--- src/rtl/uart_pkg.sv ---
// Shared definitions for the configurable UART receiver and its tick generator.
package uart_pkg;

   typedef enum logic [2:0] {
      IDLE,
      START,
      DATA,
      PARITY,
      STOP
   } state_e;

   localparam int PAR_NONE = 0;
   localparam int PAR_EVEN = 1;
   localparam int PAR_ODD  = 2;

   function automatic int calc_div(input int clk_freq, input int baud, input int ovs);
      return clk_freq / (baud * ovs);
   endfunction

endpackage

--- src/rtl/uart_tick_gen.sv ---
// Oversampling tick generator: one tick every DIV clocks while enabled, plus a
// modulo-OVS index of the current tick. Held cleared while disabled.
module uart_tick_gen #(
   parameter int DIV = 108,
   parameter int OVS = 8,
   localparam int IW = $clog2(OVS),
   localparam int DW = (DIV > 1) ? $clog2(DIV) : 1
) (
   input  logic          clk,
   input  logic          rst,
   input  logic          en,
   output logic          tick,
   output logic [IW-1:0] bit_tick_idx
);

   logic [DW-1:0] div_q, div_d;
   logic [IW-1:0] idx_q, idx_d;

   always_comb begin
      tick  = en && (div_q == DW'(DIV - 1));
      div_d = div_q;
      idx_d = idx_q;
      if (!en) begin
         div_d = '0;
         idx_d = '0;
      end else if (tick) begin
         div_d = '0;
         idx_d = (idx_q == IW'(OVS - 1)) ? '0 : idx_q + IW'(1);
      end else begin
         div_d = div_q + DW'(1);
      end
   end

   always_ff @(posedge clk or posedge rst) begin
      if (rst) begin
         div_q <= '0;
         idx_q <= '0;
      end else begin
         div_q <= div_d;
         idx_q <= idx_d;
      end
   end

   assign bit_tick_idx = idx_q;

endmodule

--- src/rtl/uart_rx_cfg.sv ---
// Configurable-frame UART receiver: synchroniser, glitch-rejecting start detect,
// 3-sample majority per bit, parity/framing/overrun flags and a one-word holding register.
module uart_rx_cfg
   import uart_pkg::*;
#(
   parameter int CLK_FREQ  = 100000000,
   parameter int BAUD      = 115200,
   parameter int OVS       = 8,
   parameter int DATA_BITS = 8,
   parameter int PARITY    = 0,
   parameter int STOP_BITS = 1
) (
   input  logic                 clk,
   input  logic                 rst,
   input  logic                 d_in,
   input  logic                 rx_en,
   input  logic                 d_ack,
   output logic [DATA_BITS-1:0] d_out,
   output logic                 d_valid,
   output logic                 busy,
   output logic                 parity_err,
   output logic                 frame_err,
   output logic                 overrun
);

   localparam int DIV = calc_div(CLK_FREQ, BAUD, OVS);
   localparam int IW  = $clog2(OVS);
   localparam logic [3:0] LAST_DATA = 4'(DATA_BITS - 1);
   localparam logic [3:0] LAST_STOP = 4'(STOP_BITS - 1);

   generate
      if (DIV < 2) begin : g_div_check
         $error("uart_rx_cfg: CLK_FREQ/(BAUD*OVS) must be at least 2");
      end
   endgenerate

   logic sync1_q, sync2_q, rxs_prev_q, rxs;
   state_e state_q, state_d;
   logic [3:0] cnt_q, cnt_d;
   logic [DATA_BITS-1:0] shift_q, shift_d;
   logic samp0_q, samp0_d, samp1_q, samp1_d;
   logic pe_q, pe_d, fe_q, fe_d, done_q, done_d;
   logic complete, maj, decide;
   logic tick;
   logic [IW-1:0] tick_idx, rel;

   logic [DATA_BITS-1:0] d_out_q, d_out_d;
   logic d_valid_q, d_valid_d, perr_q, perr_d, ferr_q, ferr_d, ovr_q, ovr_d;

   assign rxs = sync2_q;

   uart_tick_gen #(.DIV(DIV), .OVS(OVS)) u_tick (
      .clk          (clk),
      .rst          (rst),
      .en           (state_q != IDLE),
      .tick         (tick),
      .bit_tick_idx (tick_idx)
   );

   // Re-reference tick indices to the start-bit centre, which falls on tick OVS/2-1.
   always_comb begin
      if (tick_idx >= IW'(OVS / 2 - 1)) rel = tick_idx - IW'(OVS / 2 - 1);
      else                              rel = tick_idx + IW'(OVS / 2 + 1);
   end

   assign maj    = (samp0_q & samp1_q) | (samp0_q & rxs) | (samp1_q & rxs);
   assign decide = tick && (rel == IW'(1));

   always_comb begin
      samp0_d = samp0_q;
      samp1_d = samp1_q;
      if (tick && rel == IW'(OVS - 1)) samp0_d = rxs;
      if (tick && rel == '0)           samp1_d = rxs;
   end

   always_comb begin
      state_d  = state_q;
      cnt_d    = cnt_q;
      shift_d  = shift_q;
      pe_d     = pe_q;
      fe_d     = fe_q;
      done_d   = done_q;
      complete = 1'b0;
      case (state_q)
         IDLE: begin
            if (rx_en && rxs_prev_q && !rxs) begin
               state_d = START;
               cnt_d   = '0;
               pe_d    = 1'b0;
               fe_d    = 1'b0;
               done_d  = 1'b0;
            end
         end
         START: begin
            if (decide) begin
               if (maj) begin
                  state_d = IDLE;
               end else begin
                  state_d = DATA;
                  cnt_d   = '0;
               end
            end
         end
         DATA: begin
            if (decide) begin
               shift_d = {maj, shift_q[DATA_BITS-1:1]};
               if (cnt_q == LAST_DATA) begin
                  cnt_d   = '0;
                  state_d = (PARITY != PAR_NONE) ? uart_pkg::PARITY : STOP;
               end else begin
                  cnt_d = cnt_q + 4'd1;
               end
            end
         end
         uart_pkg::PARITY: begin
            if (decide) begin
               pe_d    = (PARITY == PAR_ODD) ? (maj == ^shift_q) : (maj != ^shift_q);
               cnt_d   = '0;
               state_d = STOP;
            end
         end
         STOP: begin
            if (done_q) begin
               complete = 1'b1;
               done_d   = 1'b0;
               state_d  = IDLE;
            end else if (decide) begin
               if (!maj) fe_d = 1'b1;
               if (cnt_q == LAST_STOP) done_d = 1'b1;
               else                    cnt_d  = cnt_q + 4'd1;
            end
         end
         default: state_d = IDLE;
      endcase
   end

   // Holding register: a completion always loads; d_ack in the same cycle suppresses overrun.
   always_comb begin
      d_out_d   = d_out_q;
      d_valid_d = d_valid_q;
      perr_d    = perr_q;
      ferr_d    = ferr_q;
      ovr_d     = 1'b0;
      if (complete) begin
         d_out_d   = shift_q;
         perr_d    = pe_q;
         ferr_d    = fe_q;
         d_valid_d = 1'b1;
         ovr_d     = d_valid_q & ~d_ack;
      end else if (d_ack && d_valid_q) begin
         d_valid_d = 1'b0;
      end
   end

   always_ff @(posedge clk or posedge rst) begin
      if (rst) begin
         sync1_q    <= 1'b1;
         sync2_q    <= 1'b1;
         rxs_prev_q <= 1'b1;
         state_q    <= IDLE;
         cnt_q      <= '0;
         shift_q    <= '0;
         samp0_q    <= 1'b0;
         samp1_q    <= 1'b0;
         pe_q       <= 1'b0;
         fe_q       <= 1'b0;
         done_q     <= 1'b0;
         d_out_q    <= '0;
         d_valid_q  <= 1'b0;
         perr_q     <= 1'b0;
         ferr_q     <= 1'b0;
         ovr_q      <= 1'b0;
      end else begin
         sync1_q    <= d_in;
         sync2_q    <= sync1_q;
         rxs_prev_q <= rxs;
         state_q    <= state_d;
         cnt_q      <= cnt_d;
         shift_q    <= shift_d;
         samp0_q    <= samp0_d;
         samp1_q    <= samp1_d;
         pe_q       <= pe_d;
         fe_q       <= fe_d;
         done_q     <= done_d;
         d_out_q    <= d_out_d;
         d_valid_q  <= d_valid_d;
         perr_q     <= perr_d;
         ferr_q     <= ferr_d;
         ovr_q      <= ovr_d;
      end
   end

   assign d_out      = d_out_q;
   assign d_valid    = d_valid_q;
   assign busy       = (state_q != IDLE);
   assign parity_err = perr_q;
   assign frame_err  = ferr_q;
   assign overrun    = ovr_q;

endmodule

--- config.mk ---
export PLATFORM = sky130hd
export DESIGN_NAME = uart_rx_cfg
export DESIGN_NICKNAME = d
export VERILOG_FILES = /design/src/rtl/uart_pkg.sv /design/src/rtl/uart_tick_gen.sv /design/src/rtl/uart_rx_cfg.sv
export SDC_FILE = /design/constraint.sdc
export NUM_CORES = 1
export LEC_CHECK = 0
export BUFFER_PORTS_ARGS = -buffer_cell sky130_fd_sc_hd__buf_4
export CAP_MARGIN = 20
export CORE_MARGIN = 4
export CORE_UTILIZATION = 40
export CTS_BUF_LIST = sky130_fd_sc_hd__clkbuf_16
export CTS_CLUSTER_SIZE = 10
export DETAILED_ROUTE_END_ITERATION = 16
export PLACE_DENSITY_LB_ADDON = 0.3
export SYNTH_ARGS = -nofsm -noshare
export SYNTH_HDL_FRONTEND = slang
export SYNTH_SLANG_ARGS = --single-unit
--- constraint.sdc ---
create_clock -name clk -period 2 [get_ports clk]
set_input_delay 0.4 -clock clk [delete_from_list [all_inputs] [get_ports clk]]
set_output_delay 0.4 -clock clk [all_outputs]
set_load 0.02 [all_outputs]
* Word-level counts from Yosys, hierarchy flattened
Cells that the tools add are included.
Word-level totals: input port bits 5, register bits 45, output and inout bits 13, word-level logic and storage cells 116
Cells by class: order comparisons 1, equal/unequal tests 22, bitwise logic cells 7, reductions and logical operators 23, add/sub/neg operators 5, muxes and demuxes 40
Operator list (number):
- 4-bit 2-to-1 mux | 9
- 3-bit 2-to-1 mux | 10
- 2-bit != test, second input constant | 12
- 4-bit case mux with 5 select lines | 1
- 3-bit case mux with 5 select lines | 1
- 7-bit 2-to-1 mux | 2
- 1-bit 2-to-1 mux | 13
- 3-bit == test, second input constant | 3
- 9-bit AND reduction | 1
- 8-bit XOR reduction | 1
- 7-bit by 1-bit adder with 7-bit output, second input constant | 1
- 7-bit == test, second input constant | 1
- 1-bit logical AND | 7
- 3-bit by 1-bit == test with 1-bit output, second input constant | 2
- 3-bit by 2-bit == test with 1-bit output, second input constant | 2
- 3-bit logical NOT | 2
- 1-bit case mux with 2 select lines | 3
- 6-bit AND reduction | 1
- 2-bit nonzero test | 3
- 5-bit AND reduction | 1
- 5-bit nonzero test | 1
- 4-bit by 1-bit adder with 4-bit output, second input constant | 1
- 1-bit bitwise AND | 4
- 4-bit by 3-bit == test with 1-bit output, second input constant | 1
- 13 further kinds | 15

* Depth between registers and ports, before layout
word-level depth 7, gate-level depth with buffers 7, gate-level depth less buffers 7

* By module
From an unflattened synthesis, not the netlist that was laid out.
Unflattened totals: cell total of the unflattened synthesis 203, area, all modules 2234.6 um2
Modules (own cells, without submodules):
- uart_rx_cfg | sequential area each 879.6 um2, area an instance 1709.1 um2, instances 1, cells an instance 153
- uart_tick_gen | sequential area each 250.2 um2, area an instance 525.5 um2, instances 1, cells an instance 50

* Worst setup path before layout
No wires, ideal clock.
path kind flip-flop to flip-flop, start point register u_tick.idx_q[0], in the netlist u_tick.bit_tick_idx[0], end point register shift_q[1], clock period less this slack 2117 ps, data arrival time 1992 ps, buffers on the path 1, cell stages (with the launch flop) 8, setup time 125 ps, data required time 1875 ps, path slack -117 ps, cell sequence dfrtp_1 ha_1 ha_1 nand4b_1 nor2_4 and3_1 buf_2 mux2_2
Between the ends: longest elaborated chain between the ends 5, elaborated cells between the ends (all ways) 7, classes of those cells 2 x add/sub; 1 x order compare; 1 x eq/ne; 1 x mux; 2 x reduce/logical
RTL lines:
- from (decl) | RTL line uart_tick_gen.sv:17 | logic [IW-1:0] idx_q, idx_d;
- from (signal assigned) | RTL line uart_tick_gen.sv:40 | idx_q <= idx_d;
- 3-bit adder (tied with other cells) | RTL line uart_rx_cfg.sv:63 | else rel = tick_idx + IW'(OVS / 2 + 1);
- 3-bit 2-to-1 mux (*) | RTL line uart_rx_cfg.sv:62 | if (tick_idx >= IW'(OVS / 2 - 1)) rel = tick_idx - IW'(OVS / 2 - 1);
- 3-bit by 1-bit == test with 1-bit output (*) | RTL line uart_rx_cfg.sv:67 | assign decide = tick && (rel == IW'(1));
- 1-bit logical AND (*) | RTL line uart_rx_cfg.sv:67
- 2-bit AND reduction (no source line) (*)
- to (signal assigned) | RTL line uart_rx_cfg.sv:179 | shift_q <= shift_d;
- to (decl) | RTL line uart_rx_cfg.sv:40 | logic [DATA_BITS-1:0] shift_q, shift_d;
Mark *: on every way between the ends. The rest lies on a longest branch, timed or not. A chain may end at the register's enable or synchronous reset.

* Final worst setup path
start point register u_tick.idx_q[1], in the netlist u_tick.bit_tick_idx[1], end point register shift_q[3]
The elaborated chain is that of the path after synthesis.

==> impl_summary.md <==
Worst setup path
Counting cells, the worst reg-to-reg path comes to 6. The slack of the worst reg-to-reg path is 0.04 ns. The highest cell delay on the worst timing path is ~0.38 ns. The worst register-to-register path ends at shift_q[3]$_DFFE_PP0P_. Data arrives at the worst endpoint at around 2.1 ns. Traced cell by cell, the critical path runs through ha_2 -> ha_4 -> nand4b_1 -> nor2_4 -> and3_4 -> mux2_2. STA classifies the critical path endpoint as a register. The source of the worst register-to-register timing path is u_tick.bit_tick_idx[1]$_DFFE_PP0P_. The type of the worst setup path is register to register.

The number of buffers and inverters on the critical path is 0. The gate family responsible for the most delay along the worst path is simple AND/OR/NAND/NOR gates. Along the worst path, the maximum fanout reaches 8. The worst endpoint required time is 2.17 ns. The cell type of the slowest stage on the worst timing path is dfrtp_1. The critical path launch point type is a register.

Finish
The post-synthesis to final-layout area growth is 21.9%. In the final design database the tool counted 250 nets. The finished cells cover ~0.0027 sq mm.

The count of placed standard cells in the final layout, fillers left out is 308. 0 antenna diodes ended up in the layout. In the layout the commonest cells are dfrtp_1 (42), nand2_1 (41), buf_4 (29), nor2_1 (13), xnor2_1 (11). The library cell used most frequently in the layout, excluding fill and tap cells, is dfrtp_1. The filler cell count in the final layout is 489. The fraction of final layout cells with drive strength greater than 1 is between 20% and 30%.

Clock tree
TritonCTS built the clock tree. The cell at the root of the clock tree is clkbuf_16. The clock transition at the registers of the reported paths is roughly 0.06 ns. The number of H-tree levels is 2.

For this design, the sink count on the clock tree is 45. For the worst-skew pair, the clock arrives at the later sink with an insertion delay of ~0.29 ns. The number of clock buffers added by TritonCTS is 5. The maximum buffer depth of the clock tree is 2. For this design, the CTS-stage hold fixing added 0 buffers.

Global routing
The initial antenna violation count is 0. Entering global routing, the biggest net connects 35 pins. The via count of the first global-routing pass is around 1500.

The first-pass GRT wire length is 7110 um. The leftover overflow at the end of global routing is 0. Across every metal layer, demand over resource in global routing totals between 10% and 20%.

Route
The first detailed-routing pass ran for 4 iterations. The total length of routed met3 wires is 114 um. The highest layer touched by signal routing is met4. Once detail routing completed, the nets flagged for antenna violations numbered 0. The violation count after the first detailed-route iteration is 144. For this block, wires on met1 add up to 2130 um. In the routed design, unresolved DRC markers number 0. The wire length after detailed routing is ~4200 um. Detailed routing inserted a total of roughly 1500 vias. Dividing the detail-routed wire length by the instance count gives 13.6 um. The amount of wire on met2 after detailed routing is 1860 um. The via-per-instance ratio is around 5.0.

Timing
The final number of max-transition violations is 0. Setup repair after global routing could not meet its margin everywhere. In the final timing run, aggregate negative setup slack is 0 ns. The count of endpoints failing setup in the final report is 0. The time the worst path needs with I/O delays and setup is roughly 2 ns. The worst slew slack as a fraction of its limit is about two thirds. At the pin with the least slew margin, the transition time is 0.474 ns. The final worst-path setup slack is between 0.04 and 0.05 ns.

For the final database, setup skew stands at 0.00499 ns. Timing would allow up to between 0.5 and 0.6 GHz. The final critical path takes up a little under 100% of the cycle. The hold violation total from the final report is 0.

Place
The count of buffers added on input and output ports is 17. The weighted congestion at the end of routability-driven global placement is between 0.8 and 0.9. Timing analysis after detailed placement gives a worst setup slack of -0.0137 ns. In this run the cell area measured after placement is approximately 0.0025 sq mm. The number of placed cells counting well taps is 300.

The HPWL after detailed placement is between 2000 and 3000 um.

Synthesis
The prevailing post-synth register cell is dfrtp_1. The Yosys step of the flow raised 0 warnings. For this run, asynchronously set or reset flops after synthesis account for 100%. After synthesis the netlist holds a flip-flop and latch count of 45. The number of nets produced by synthesis is 221.

After synthesis the cells add up to 0.00219 sq mm. The synthesized design contains 0 enable-type register cells. For this run, the register share of the synthesized area comes to 51.7%. After technology mapping, the gate count stands at around 210. The average cell area after synthesis is roughly 11 sq um. The number of distinct library cells after synthesis is 43.

Run
The max capacitance violation total is 0.

Power
Of the total power, the clock network draws 45.8%. The total power of the final layout is around 0.0017 W. Summed over all cells, the static leakage comes to about 1.3 nW.

The power density over the cells is about 660 mW/mm^2. Summed over all nets, the switching power comes to around 0.00037 W. Across the VDD grid, the largest voltage drop is around 380 uV.

The switching part of the total power is between 20% and 30%. The cell-internal power is ~0.0014 W. The fraction of power consumed by sequential logic is between 50% and 60%.

Combinational cells account for under 10% of the total power.

Floorplanning
The initial utilization of the core area, before any placement, comes to 42.0%. The floorplan has 26 rows. The floorplan step set the die height to between 80 and 90 um. The horizontal die dimension is ~80 um. Pin placement for this block handled 18 I/O pins. The die covers approximately 0.0067 sq mm. In this run the standard cell core region covers ~0.0052 sq mm.

Run status
The run finished with clean final reports.

Min path
The path class of the tightest hold or removal check is primary input to async pin.
worst max-delay path by stage:
stage / depth (start not counted) / start / slack, ns / to
after floorplan: 7 / u_tick.bit_tick_idx[0]$_DFFE_PP0P_ / -0.02 / shift_q[1]$_DFFE_PP0P_
after global placement: 7 / u_tick.bit_tick_idx[0]$_DFFE_PP0P_ / 0.05 / shift_q[3]$_DFFE_PP0P_
after detailed placement: 7 / u_tick.bit_tick_idx[0]$_DFFE_PP0P_ / -0.01 / cnt_q[2]$_DFFE_PP0P_
after CTS: 7 / u_tick.bit_tick_idx[0]$_DFFE_PP0P_ / 0.008 / shift_q[1]$_DFFE_PP0P_
after global routing: 6 / u_tick.bit_tick_idx[0]$_DFFE_PP0P_ / -0.02 / shift_q[2]$_DFFE_PP0P_
final: 6 / u_tick.bit_tick_idx[1]$_DFFE_PP0P_ / 0.04 / shift_q[3]$_DFFE_PP0P_
cells in the mapped netlist (2+ instances only):
| cell type | count | area share, % |
|---|---|---|
| mux2i_1 | 2 | 0.92 |
| o21ai_0 | 6 | 1.4 |
| a31oi_1 | 2 | 0.57 |
| nand2b_1 | 3 | 0.86 |
| nor2_1 | 13 | 2.2 |
| xor2_1 | 2 | 0.80 |
| nor3_2 | 2 | 0.92 |
| ha_1 | 8 | 4.6 |
| dfstp_2 | 3 | 3.6 |
| o41ai_1 | 2 | 0.80 |
| xnor2_1 | 11 | 4.4 |
| nand3_1 | 6 | 1.4 |
| nor2b_1 | 2 | 0.57 |
| nand4b_1 | 2 | 0.80 |
| dfrtp_1 | 42 | 48 |
| a21o_1 | 3 | 1.0 |
| nor4_1 | 2 | 0.57 |
| nand2_1 | 41 | 7.0 |
| nor3_1 | 2 | 0.46 |
| a21oi_1 | 5 | 1.1 |
| and3_1 | 5 | 1.4 |
| mux2_1 | 3 | 1.5 |
| mux2_2 | 8 | 4.1 |
| nor3b_1 | 3 | 1.0 |
| inv_1 | 8 | 1.4 |
| clkbuf_1 | 5 | 0.86 |
sequential cells by signal (all words and copies together) (netlist names), 3 cells and up:
register	cells
u_tick.div_q	7
state_q	3
cnt_q	4
u_tick.bit_tick_idx	3
d_out	8
shift_q	8
tightest hold or removal path, delay by kind of cell:
kind     cells  cell delay [ns]
buf+inv      3             0.52
cell families after synthesis:
family | after synthesis | share of synthesized area [%]
flip-flops | 45 | 51.7
XOR/XNOR | 13 | 5.21
AO/OA/AOI/OAI | 26 | 7.67
multiplexers | 13 | 6.58
AND/OR/NAND/NOR | 87 | 20.8
buffers and inverters | 15 | 2.98
adder cells (fa/ha/maj) | 9 | 5.04
power groups by stage:
stage	logic, W	clock network [W]	registers, W
after floorplan	0.0000152	0	0.000934
after global placement	0.0000302	0	0.000935
after detailed placement	0.0000306	0	0.000935
after CTS	0.0000307	0.000823	0.000919
after global routing	0.0000341	0.000855	0.000919
final	0.0000291	0.000802	0.000919
layer usage:
| layer | GRT usage (%) | vias to the layer above |
|---|---|---|
| li1 | - | 767 |
| met1 | 19.7 | 748 |
| met2 | 20.8 | 19 |
| met3 | 2.74 | 6 |
| met4 | 6.48 | 0 |
| met5 | 0 | - |
cell type report:
cell class	instances	area (sq um)	share of cell area [%]
tap	70	87.6	3.29
timing repair buffer	29	218	8.17
inverter	8	30.0	1.13
clock buffer	5	125	4.70
multi-input combinational	148	1050	39.6
clock inverter	3	18.8	0.705
sequential	45	1130	42.4
per-stage QoR:
stage	hold slack, ns	utilization, %
after floorplan	0.345	-
after global placement	0.346	47.9
after detailed placement	0.347	47.9
after CTS	0.210	50.9
after global routing	0.214	51.2
final	0.201	51.2
repair_timing:
action | CTS | global route
buffers inserted | 0 | 1
resized for setup | 2 | 7
setup endpoints to repair | 8 | 13
pin swaps | 1 | 4
(Power assumes the default switching activity.)
